`config.mk`:
```
export PLATFORM = sky130hd
export DESIGN_NAME = seg7_page_scanner
export DESIGN_NICKNAME = d
export VERILOG_FILES = /design/src/rtl/seg7_page_scanner.sv
export SDC_FILE = /design/constraint.sdc
export NUM_CORES = 1
export LEC_CHECK = 0
export ABC_AREA = 1
export ABC_CLOCK_PERIOD_IN_PS = 2600
export BUFFER_PORTS_ARGS = -buffer_cell sky130_fd_sc_hd__buf_2
export CAP_MARGIN = 40
export CORE_MARGIN = 3
export CORE_UTILIZATION = 53
export DETAILED_ROUTE_END_ITERATION = 10
export PLACE_DENSITY = 0.86
export SLEW_MARGIN = 30
export SYNTH_ARGS = -nofsm -noshare
export SYNTH_HDL_FRONTEND = slang
export SYNTH_SLANG_ARGS = --single-unit
export TNS_END_PERCENT = 1
```
`constraint.sdc`:
```
create_clock -name clk_100MHz -period 2.6 [get_ports clk_100MHz]
set_clock_uncertainty 0.15 [all_clocks]
set_input_delay 0.39 -clock clk_100MHz [delete_from_list [all_inputs] [get_ports clk_100MHz]]
set_output_delay 0.39 -clock clk_100MHz [all_outputs]
set_load 0.005 [all_outputs]
```
`src/rtl/seg7_page_scanner.sv`:
```
// -----------------------------------------------------------------------------
// seg7_page_scanner
//
// Purpose:
//   Time-multiplexes N_DIGITS common-anode 7-segment digits across NUM_PAGES
//   pages of packed BCD data. The page is advanced by a push button or, in
//   auto-scroll mode, every HOLD_TICKS pulses of tick_1Hz. Per-digit blinking
//   (0.5 Hz) gives set-mode feedback.
//
// Optional feature:
//   SEG7_LZ_BLANK_EN - when defined, leading zeros of each page are blanked
//                      (digit 0 is always shown).
//
// Ports:
//   clk_100MHz  in   system clock, rising edge
//   reset       in   asynchronous active-low reset
//   tick_1Hz    in   one-cycle 1 Hz strobe (synchronous)
//   page_btn    in   asynchronous button, rising edge advances the page
//   auto_scroll in   1 = automatic page scrolling
//   blink_mask  in   per-digit blink enable
//   page_data   in   packed BCD, page p digit d at [(p*N_DIGITS+d)*4 +: 4]
//   page_idx    out  currently displayed page
//   seg         out  active-low segments, seg[0]=a .. seg[6]=g
//   digit       out  active-low anode enables, one-hot-low
// -----------------------------------------------------------------------------
module seg7_page_scanner #(
    parameter int N_DIGITS    = 4,
    parameter int NUM_PAGES   = 3,
    parameter int REFRESH_DIV = 100000,
    parameter int HOLD_TICKS  = 5,
    localparam int PW = (NUM_PAGES > 1) ? $clog2(NUM_PAGES) : 1
) (
    input  logic                            clk_100MHz,
    input  logic                            reset,
    input  logic                            tick_1Hz,
    input  logic [NUM_PAGES*N_DIGITS*4-1:0] page_data,
    input  logic                            page_btn,
    input  logic                            auto_scroll,
    input  logic [N_DIGITS-1:0]             blink_mask,
    output logic [PW-1:0]                   page_idx,
    output logic [0:6]                      seg,
    output logic [N_DIGITS-1:0]             digit
);

    localparam int SW = (N_DIGITS > 1) ? $clog2(N_DIGITS) : 1;
    localparam int CW = (REFRESH_DIV > 1) ? $clog2(REFRESH_DIV) : 1;
    localparam int HW = (HOLD_TICKS > 0) ? $clog2(HOLD_TICKS + 1) : 1;

    typedef enum logic {
        S_MANUAL = 1'b0,
        S_AUTO   = 1'b1
    } state_t;

    // Active-low glyphs, bit order a..g from left to right.
    function automatic logic [0:6] seg7_decode(input logic [3:0] nib);
        logic [0:6] g;
        case (nib)
            4'd0:    g = 7'b0000001;
            4'd1:    g = 7'b1001111;
            4'd2:    g = 7'b0010010;
            4'd3:    g = 7'b0000110;
            4'd4:    g = 7'b1001100;
            4'd5:    g = 7'b0100100;
            4'd6:    g = 7'b0100000;
            4'd7:    g = 7'b0001111;
            4'd8:    g = 7'b0000000;
            4'd9:    g = 7'b0000100;
            default: g = 7'b1111110;   // non-BCD shows a dash
        endcase
        return g;
    endfunction

    logic              r_btn_s1;
    logic              r_btn_s2;
    logic              r_btn_d;
    logic [CW-1:0]     r_refresh_cnt;
    logic [SW-1:0]     r_scan;
    state_t            r_state;
    logic [PW-1:0]     r_page;
    logic [HW-1:0]     r_hold;
    logic              r_phase;
    logic [0:6]        r_seg;
    logic [N_DIGITS-1:0] r_digit;

    logic              w_press;
    logic              w_strobe;
    state_t            w_next_state;
    logic [PW-1:0]     w_page_inc;
    logic [PW-1:0]     w_page_next;
    logic [HW-1:0]     w_hold_next;
    logic              w_expire;
    logic [3:0]        w_nib;
    logic              w_lz;
    logic              w_blank;
    logic [0:6]        w_seg;
    logic [N_DIGITS-1:0] w_digit;

    // Button: two-FF synchroniser followed by rising-edge detect.
    always_ff @(posedge clk_100MHz or negedge reset) begin
        if (!reset) begin
            r_btn_s1 <= 1'b0;
            r_btn_s2 <= 1'b0;
            r_btn_d  <= 1'b0;
        end else begin
            r_btn_s1 <= page_btn;
            r_btn_s2 <= r_btn_s1;
            r_btn_d  <= r_btn_s2;
        end
    end

    assign w_press = r_btn_s2 & ~r_btn_d;

    // Refresh prescaler and scan index.
    assign w_strobe = (r_refresh_cnt == CW'(REFRESH_DIV - 1));

    always_ff @(posedge clk_100MHz or negedge reset) begin
        if (!reset) begin
            r_refresh_cnt <= '0;
            r_scan        <= '0;
        end else if (w_strobe) begin
            r_refresh_cnt <= '0;
            r_scan        <= (r_scan == SW'(N_DIGITS - 1)) ? '0 : r_scan + SW'(1);
        end else begin
            r_refresh_cnt <= r_refresh_cnt + CW'(1);
        end
    end

    // Page FSM state register.
    always_ff @(posedge clk_100MHz or negedge reset) begin
        if (!reset) begin
            r_state <= S_MANUAL;
            r_page  <= '0;
            r_hold  <= '0;
        end else begin
            r_state <= w_next_state;
            r_page  <= w_page_next;
            r_hold  <= w_hold_next;
        end
    end

    // With a single page the wrap compare is always true, pinning page 0.
    assign w_page_inc = (r_page == PW'(NUM_PAGES - 1)) ? '0 : r_page + PW'(1);

    // Hold counting only runs while both the registered state and the live
    // auto_scroll agree on AUTO; leaving AUTO clears the counter at once and
    // entering AUTO starts from the zero that MANUAL keeps in place.
    always_comb begin
        w_next_state = auto_scroll ? S_AUTO : S_MANUAL;
        w_page_next  = r_page;
        w_hold_next  = '0;
        w_expire     = 1'b0;
        if (r_state == S_AUTO && auto_scroll) begin
            w_hold_next = r_hold;
            if (tick_1Hz) begin
                if (r_hold == HW'(HOLD_TICKS - 1)) begin
                    w_expire = 1'b1;
                end else begin
                    w_hold_next = r_hold + HW'(1);
                end
            end
        end
        // Press and expiry together still advance a single page.
        if (w_press || w_expire) begin
            w_page_next = w_page_inc;
            w_hold_next = '0;
        end
    end

    // Blink phase: toggles per second, 0.5 Hz period.
    always_ff @(posedge clk_100MHz or negedge reset) begin
        if (!reset) begin
            r_phase <= 1'b0;
        end else if (tick_1Hz) begin
            r_phase <= ~r_phase;
        end
    end

    // Digit selection and glyph decode from live page data.
    always_comb begin
        w_nib = page_data[(int'(r_page) * N_DIGITS + int'(r_scan)) * 4 +: 4];
`ifdef SEG7_LZ_BLANK_EN
        // Blank a digit when it and every more-significant digit are zero.
        w_lz = (r_scan != '0);
        for (int j = 0; j < N_DIGITS; j++) begin
            if (j >= int'(r_scan) &&
                page_data[(int'(r_page) * N_DIGITS + j) * 4 +: 4] != 4'd0) begin
                w_lz = 1'b0;
            end
        end
`else
        w_lz = 1'b0;
`endif
        w_blank = (r_phase & blink_mask[r_scan]) | w_lz;
        w_seg   = w_blank ? 7'b1111111 : seg7_decode(w_nib);
        w_digit = '1;
        for (int i = 0; i < N_DIGITS; i++) begin
            w_digit[i] = (r_scan != SW'(i));
        end
    end

    // Output registers; the anode stays driven even when the glyph is blanked.
    always_ff @(posedge clk_100MHz or negedge reset) begin
        if (!reset) begin
            r_seg   <= 7'b1111111;
            r_digit <= '1;
        end else begin
            r_seg   <= w_seg;
            r_digit <= w_digit;
        end
    end

    assign seg      = r_seg;
    assign digit    = r_digit;
    assign page_idx = r_page;

endmodule

```
==> Flow_metrics.wiki, run 1 <==
{| class="wikitable"
! Metric !! Value
|-
| Outcome || finished clean
|-
| DR iter-0 viols || roughly 170
|-
| Pre-antenna DRT Iters || 5
|-
| R2R depth || 13
|-
| Hold WC Path Type || in -> reg
|-
| Initial standard-cell utilization of the core || a little under three fifths
|-
| Max cap viols || 0
|-
| Post-synth EDFFs || 0
|-
| Synth unique cells || 30
|-
| Reg2Reg Launch Point || r_scan[0]
|-
| Num ports || 70
|-
| Total count of max-transition violations in the final report || 0
|-
| Total instance count after detailed placement || 513
|-
| Most frequent cells in the layout || 99 x nand2_1, 79 x inv_1, 69 x buf_2
|-
| Fmax || between 400 and 500 MHz
|-
| Number of warnings printed during yosys synthesis || 0
|-
| Routability congestion estimate from global placement || between 0.9 and 1
|-
| Reg-to-reg critical path endpoint || seg[0]
|-
| Time the final worst path needs with I/O delays and setup || ~2200 ps
|-
| Post-Synthesis Cell Area || 2700 um2
|-
| Port Buffer Count || a little under 70
|-
| PD cells || just under 600 nW/um2
|-
| #FFs+latches synth || 40
|-
| Post-route cell area || roughly 3200 um2
|-
| Die Ht || 77.4 um
|-
| P_sw || between 600 and 700 uW
|-
| First-pass GRT wire length || 10400 um
|-
| Area delta synth->final || 19.3%
|-
| Number of nets in the layout || 526
|-
| Final Non-Filler Cells || between 500 and 600
|-
| Vias in the first global route || ~2400
|-
| DRC errors left || 0
|-
| Part of the power in the clock network || 27.4%
|-
| Slew of the pin with the lowest slew margin || approximately 500 ps
|-
| Clock root buffer || clkbuf_8
|-
| Number of buffers created by CTS || 5
|-
| Final Total Pwr || around 1900 uW
|-
| Average wire per cell in the routed design || ~12 um
|-
| Syn Nets || 452
|-
| Element type at the critical path end || flip-flop
|-
| Area of the die || 5980 um2
|-
| Number of antenna violations at the first check in global routing || 0
|-
| Critical path launch point || r_scan[0]
|-
| Placeable core region || roughly 4800 um2
|-
| Register clock-pin slew on the reported worst setup and hold paths || 90 ps
|-
| Commonest register cell after synthesis || dfrtp_1
|-
| Stage delay of the slowest cell on the critical path || 400 ps
|-
| Top cell by count, worst path || nand2_1
|-
| Overall routing resource usage || 21.5%
|-
| Max clock buf depth || 2
|-
| Antenna violation net count after detailed routing || 0
|-
| Average via count per standard cell || approximately 5.0
|-
| Aggregate global routing overflow || 0
|-
| Clock insertion delay at the later pin of the skew report || 300 ps
|-
| Flop pwr share || between 40% and 50%
|-
| Worst hold start || page_btn
|-
| Die outline width || 77.4 um
|-
| Number of failing setup endpoints in the final timing report || 0
|-
| Sw frac || 33.2%
|-
| Maximum fanout along the worst path || 27
|-
| Setup slack, reg-to-reg || 440 ps
|-
| CTS HTree Levels || 2
|-
| Count of instances resized after the clock tree is built || 0
|-
| Share of synthesized area occupied by flip-flops and latches || approximately 38%
|-
| Kind of start point of the critical path || flip-flop
|-
| IR Drop Worst-Case VDD || between 0.0003 and 0.0004 V
|-
| Cells traversed along the worst timing path || inv_2 -> nand2_1 -> nand3_1 -> nand2_1 -> nand2_1 -> nand2_1 -> nor2_4 -> inv_1 -> ha_1 -> inv_1 -> nand4_1 -> nand3_1 -> nand3_1
|-
| Final hold violation count || 0
|-
| Worst Setup Slack, final || 439 ps
|-
| Post-route clock period utilization || between 80% and 90%
|-
| CTS Sinks || 40
|-
| Kind of critical path || reg -> reg
|-
| Unrepaired setup endpoints after global routing || no
|-
| Most common cell after layout, fill and taps aside || nand2_1
|-
| Vias post-DR || 2608
|-
| Leak pwr || 0.00184 uW
|-
| Power Internal || 1270 uW
|-
| Required time reported for the critical path endpoint || 2660 ps
|-
| Post-place instance area || a little over 3000 um2
|-
| Cell with the largest stage delay on the worst path || dfrtp_1
|-
| Proportion of register bits with asynchronous set or reset after synthesis || 100%
|-
| Number of standard-cell rows in the floorplan || 25
|-
| Setup TNS || 0 ps
|-
| Clock tree from TritonCTS || done
|-
| Share of total power in combinational logic || approximately 32%
|-
| Data arrival time of the worst path || 2230 ps
|-
| Fraction of layout cells with a size suffix above 1 || between 20 and 30%
|-
| Worst Setup Slack post-DPL || roughly 460 ps
|-
| Number of instances in the synthesized netlist || 381
|-
| Largest net degree at the start of global routing || 41
|-
| Wire length after detailed routing || 6310 um
|-
| Detail Placement HPWL || roughly 5000 um
|-
| Number of diodes || 0
|-
| Syn Area/Cell || 7.08 um2
|-
| Relative slew margins || 66.7%
|-
| Capturing instance or port of the critical path || seg[0]
|}
-- area by class of cell --
cell class              instances  area (um2)
inverters                      83         312
clock buffers                   5        68.8
flip-flops and latches         40        1010
clock inverters                 3        46.3
fillers                       418        1600
well taps                      67        83.8
repair buffers                 74         398
multi-input cells             251        1300
-- metrics by stage --
| step | hold slack [ps] | util, % |
|---|---|---|
| 2_1_floorplan | -55.6 | - |
| 3_3_place_gp | 190 | 63.8 |
| 3_5_place_dp | 188 | 63.8 |
| 4_1_cts | 40.4 | 66.2 |
| 5_1_grt | 27.4 | 66.9 |
| 6_report | 39.7 | 66.9 |
-- routing by layer --
metal | global-route usage, % | vias to the layer above | share of wire [%]
li1 | - | 1313 | -
met1 | 24.5 | 1201 | 40
met2 | 39.1 | 77 | 53
met3 | 4.18 | 17 | 4.8
met4 | 8.72 | 0 | 2.3
met5 | 0 | - | 0
-- critical path, delay by kind of cell, from the launching register on --
kind	cells	cell delay, ps
buffers and inverters	3	490
AND/OR/NAND/NOR	9	820
flip-flops	1	400
adder cells (fa/ha/maj)	1	200
-- registers in the layout (all words and copies together) (netlist names), 2 cells and up --
signal and cells:
digit 4, r_scan 2, page_idx 2, r_hold 3, r_refresh_cnt 17, seg 7
-- how the worst min path moves through the flow --
stage | cells past startpoint | end | slack [ps]
after floorplan | 0 | page_idx[0] | -60
after global placement | 0 | r_btn_s2 | 190
after detailed placement | 0 | r_btn_s2 | 190
after CTS | 1 | r_btn_s1 | 40
after global routing | 1 | r_btn_s1 | 30
final | 1 | r_btn_s1 | 40
-- cell usage after synthesis, types with 2 or more instances --
master	instances	area, um2
ha_1	14	175
dfrtp_1	29	726
inv_1	79	297
nand2_2	8	50.1
xnor2_1	2	17.5
o21ai_0	10	50.1
buf_6	4	45.0
nor4_1	2	12.5
nor2_4	2	22.5
nand3_1	36	180
xor2_1	6	52.6
nor3_1	5	25.0
nand2_1	99	372
inv_2	4	15.0
a21oi_1	7	35.0
o22ai_1	3	18.8
o21ai_1	6	30.0
nor2_1	33	124
nor2_2	5	31.3
nand4_1	7	43.8
dfstp_2	11	289
-- cells by family (layout without fill, tap and decap cells) --
kind of cell    after synthesis  count (layout)  share of synthesized area (%)
simple gates                202             202                           33.7
xor+xnor                      8               8                           2.60
flops                        40              40                           37.6
buf+inv                      90             165                           14.3
fa+ha+maj                    14              14                           6.49
compound gates               27              27                           5.29
-- power groups by stage --
stage	sequential (uW)	clock, uW	combinational [uW]
after floorplan	788	0	370
after global placement	777	0	578
after detailed placement	783	0	598
after CTS	771	527	601
after global routing	780	561	692
final	769	520	606
-- what timing repair did --
item	4_1_cts	5_1_grt
hold buffers	0	1
setup buffers	0	0
endpoints found under the hold margin	0	4
Power figures use the tool's default switching activity.
==> run 2: changes to the inputs <==
Settings changed: ABC_CLOCK_PERIOD_IN_PS 2600 to 2020.
Clock period 2.6 ns to 2.02 ns, I/O delays scaled along.
==> run 2 against run 1 <==
Net effect: core utilization is 7.4 points higher; wire length is 20% higher; sequential share of layout area decreased by 3.1 points; critical path type unchanged; non-clock buffer count grew 22; the flow now finishes with violations (negative setup slack).
==> Flow_metrics.wiki, run 2 (synthesized netlist as in run 1, its figures left out) <==
{| class="wikitable"
! Metric !! Value
|-
| Failing checks || negative setup slack
|-
| Max reg flops || 17
|-
| Outcome || complete, but fails checks
|-
| Top cell by count, worst path || nand2_1
|-
| Total count of max-transition violations in the final report || 0
|-
| CTS HTree Levels || 2
|-
| Antenna violation net count after detailed routing || 0
|-
| Post-route clock period utilization || 102%
|-
| Routability congestion estimate from global placement || 1.01
|-
| Wire length after detailed routing || 7580 um
|-
| Worst Setup Slack, final || -33.0 ps
|-
| P_sw || 961 uW
|-
| Final Total Pwr || 2720 uW
|-
| Share of total power in combinational logic || approximately two fifths
|-
| Slew of the pin with the lowest slew margin || between 400 and 500 ps
|-
| Num ports || 70
|-
| Relative slew margins || 67.8%
|-
| Part of the power in the clock network || 24.9%
|-
| Cells traversed along the worst timing path || buf_8 -> buf_6 -> nand2_2 -> nand2_1 -> nand2_1 -> nand2_2 -> inv_2 -> nor2_4 -> ha_4 -> nand4_1 -> a21oi_1 -> nand2_1
|-
| PD cells || 760 nW/um2
|-
| Number of standard-cell rows in the floorplan || 25
|-
| Initial standard-cell utilization of the core || between 50% and 60%
|-
| Required time reported for the critical path endpoint || approximately 2100 ps
|-
| Cell with the largest stage delay on the worst path || dfrtp_2
|-
| Sw frac || 35.4%
|-
| Unrepaired setup endpoints after global routing || yes
|-
| Average wire per cell in the routed design || 13.9 um
|-
| CTS Sinks || 40
|-
| Clock root buffer || clkbuf_8
|-
| Most common cell after layout, fill and taps aside || nand2_1
|-
| Detail Placement HPWL || between 5000 and 6000 um
|-
| Aggregate global routing overflow || 0
|-
| Clock tree from TritonCTS || done
|-
| DR iter-0 viols || between 150 and 200
|-
| Number of antenna violations at the first check in global routing || 0
|-
| Most frequent cells in the layout || 88 x nand2_1, 77 x inv_1, 70 x buf_2
|-
| Max clock buf depth || 2
|-
| First-pass GRT wire length || between 10000 and 15000 um
|-
| DRC errors left || 0
|-
| Hold WC Path Type || in -> reg
|-
| Kind of start point of the critical path || flip-flop
|-
| Area delta synth->final || 32.5%
|-
| Placeable core region || 4820 um2
|-
| Vias post-DR || 2794
|-
| Post-route cell area || between 3000 and 4000 um2
|-
| Total instance count after detailed placement || 522
|-
| Number of buffers created by CTS || 5
|-
| Final Non-Filler Cells || approximately 550
|-
| Largest Register || r_refresh_cnt
|-
| Maximum fanout along the worst path || 6
|-
| Core utilization of the finished layout || roughly 74%
|-
| Stage delay of the slowest cell on the critical path || about 500 ps
|-
| Time the final worst path needs with I/O delays and setup || 2050 ps
|-
| Data arrival time of the worst path || 2140 ps
|-
| Overall routing resource usage || 22.9%
|-
| Max cap viols || 0
|-
| Largest net degree at the start of global routing || a little over 40
|-
| Die Ht || 77.4 um
|-
| Kind of critical path || reg -> reg
|-
| Die outline width || a little under 80 um
|-
| Worst hold slack || 80.9 ps
|-
| R2R depth || 12
|-
| Element type at the critical path end || flip-flop
|-
| Area of the die || 5980 um2
|-
| Register clock-pin slew on the reported worst setup and hold paths || 80 ps
|-
| Final hold violation count || 0
|-
| Fraction of layout cells with a size suffix above 1 || 34.0%
|-
| Fmax || around 500 MHz
|-
| Number of nets in the layout || ~550
|-
| Average via count per standard cell || slightly above 5
|-
| Number of failing setup endpoints in the final timing report || 1
|-
| Vias in the first global route || between 2000 and 3000
|-
| Post-place instance area || 3160 um2
|-
| Leak pwr || 0.00198 uW
|-
| Clock insertion delay at the later pin of the skew report || about 310 ps
|-
| Number of diodes || 0
|-
| Pre-antenna DRT Iters || 5
|-
| Power Internal || 1760 uW
|-
| Flop pwr share || 36.5%
|-
| Instance count along the most critical hold path || 2
|-
| IR Drop Worst-Case VDD || 0.000605 V
|-
| Port Buffer Count || 69
|}
[run 2: cell type report]
type | count | area [um2]
inverter | 83 | 317
timing repair inverter | 1 | 5.00
multi-input combinational | 251 | 1430
sequential | 40 | 1020
tap | 67 | 83.8
timing repair buffer | 96 | 609
clock inverter | 3 | 46.3
clock buffer | 5 | 68.8
fill | 345 | 1240
[run 2: power by group through the flow]
stage | clock network, uW | registers (uW) | logic (uW)
after floorplan | 0 | 1010 | 476
after global routing | 722 | 1000 | 1140
after CTS | 682 | 993 | 807
final | 677 | 992 | 1050
after detailed placement | 0 | 1010 | 802
after global placement | 0 | 1000 | 767
[run 2: repair_timing]
item                                   4_1_cts  5_1_grt
buffers inserted                             0       10
endpoints found under the hold margin       31        0
hold buffers                                 3        0
setup endpoints to repair                    0       11
resized for setup                            0       44
[run 2: worst paths after layout]
path / start / endpoint / slack [ps]
max in group asynchronous: reset / r_scan[0] / 910
setup reg to reg: r_scan[0] / seg[4] / -30
hold / removal: tick_1Hz / r_phase / 80
min in group asynchronous: reset / r_hold[2] / 440
hold reg to reg: r_btn_s1 / r_btn_s2 / 210
setup / recovery: r_scan[0] / seg[4] / -30
[run 2: metrics by stage]
step	worst slack [ps]	setup TNS, ps
finish	-33.0	-33.0
CTS	73.0	0
detailed placement	77.4	0
global route	-150	-507
floorplan	117	0
global placement	164	0
[run 2: worst max-delay path, delay by kind of cell (launching register included)]
kind	cells	cell delay [ps]
simple gates	7	670
buf+inv	3	320
fa+ha+maj	1	170
flops	1	500
compound gates	1	170
[run 2: per-layer routing]
metal / GRT usage, % / routed length [um] / up-vias
met3: 5.45 / 382 / 24
li1: - / - / 1358
met1: 25.6 / 2920 / 1311
met5: 0 / 0 / -
met4: 7.30 / 218 / 0
met2: 42.6 / 4060 / 101
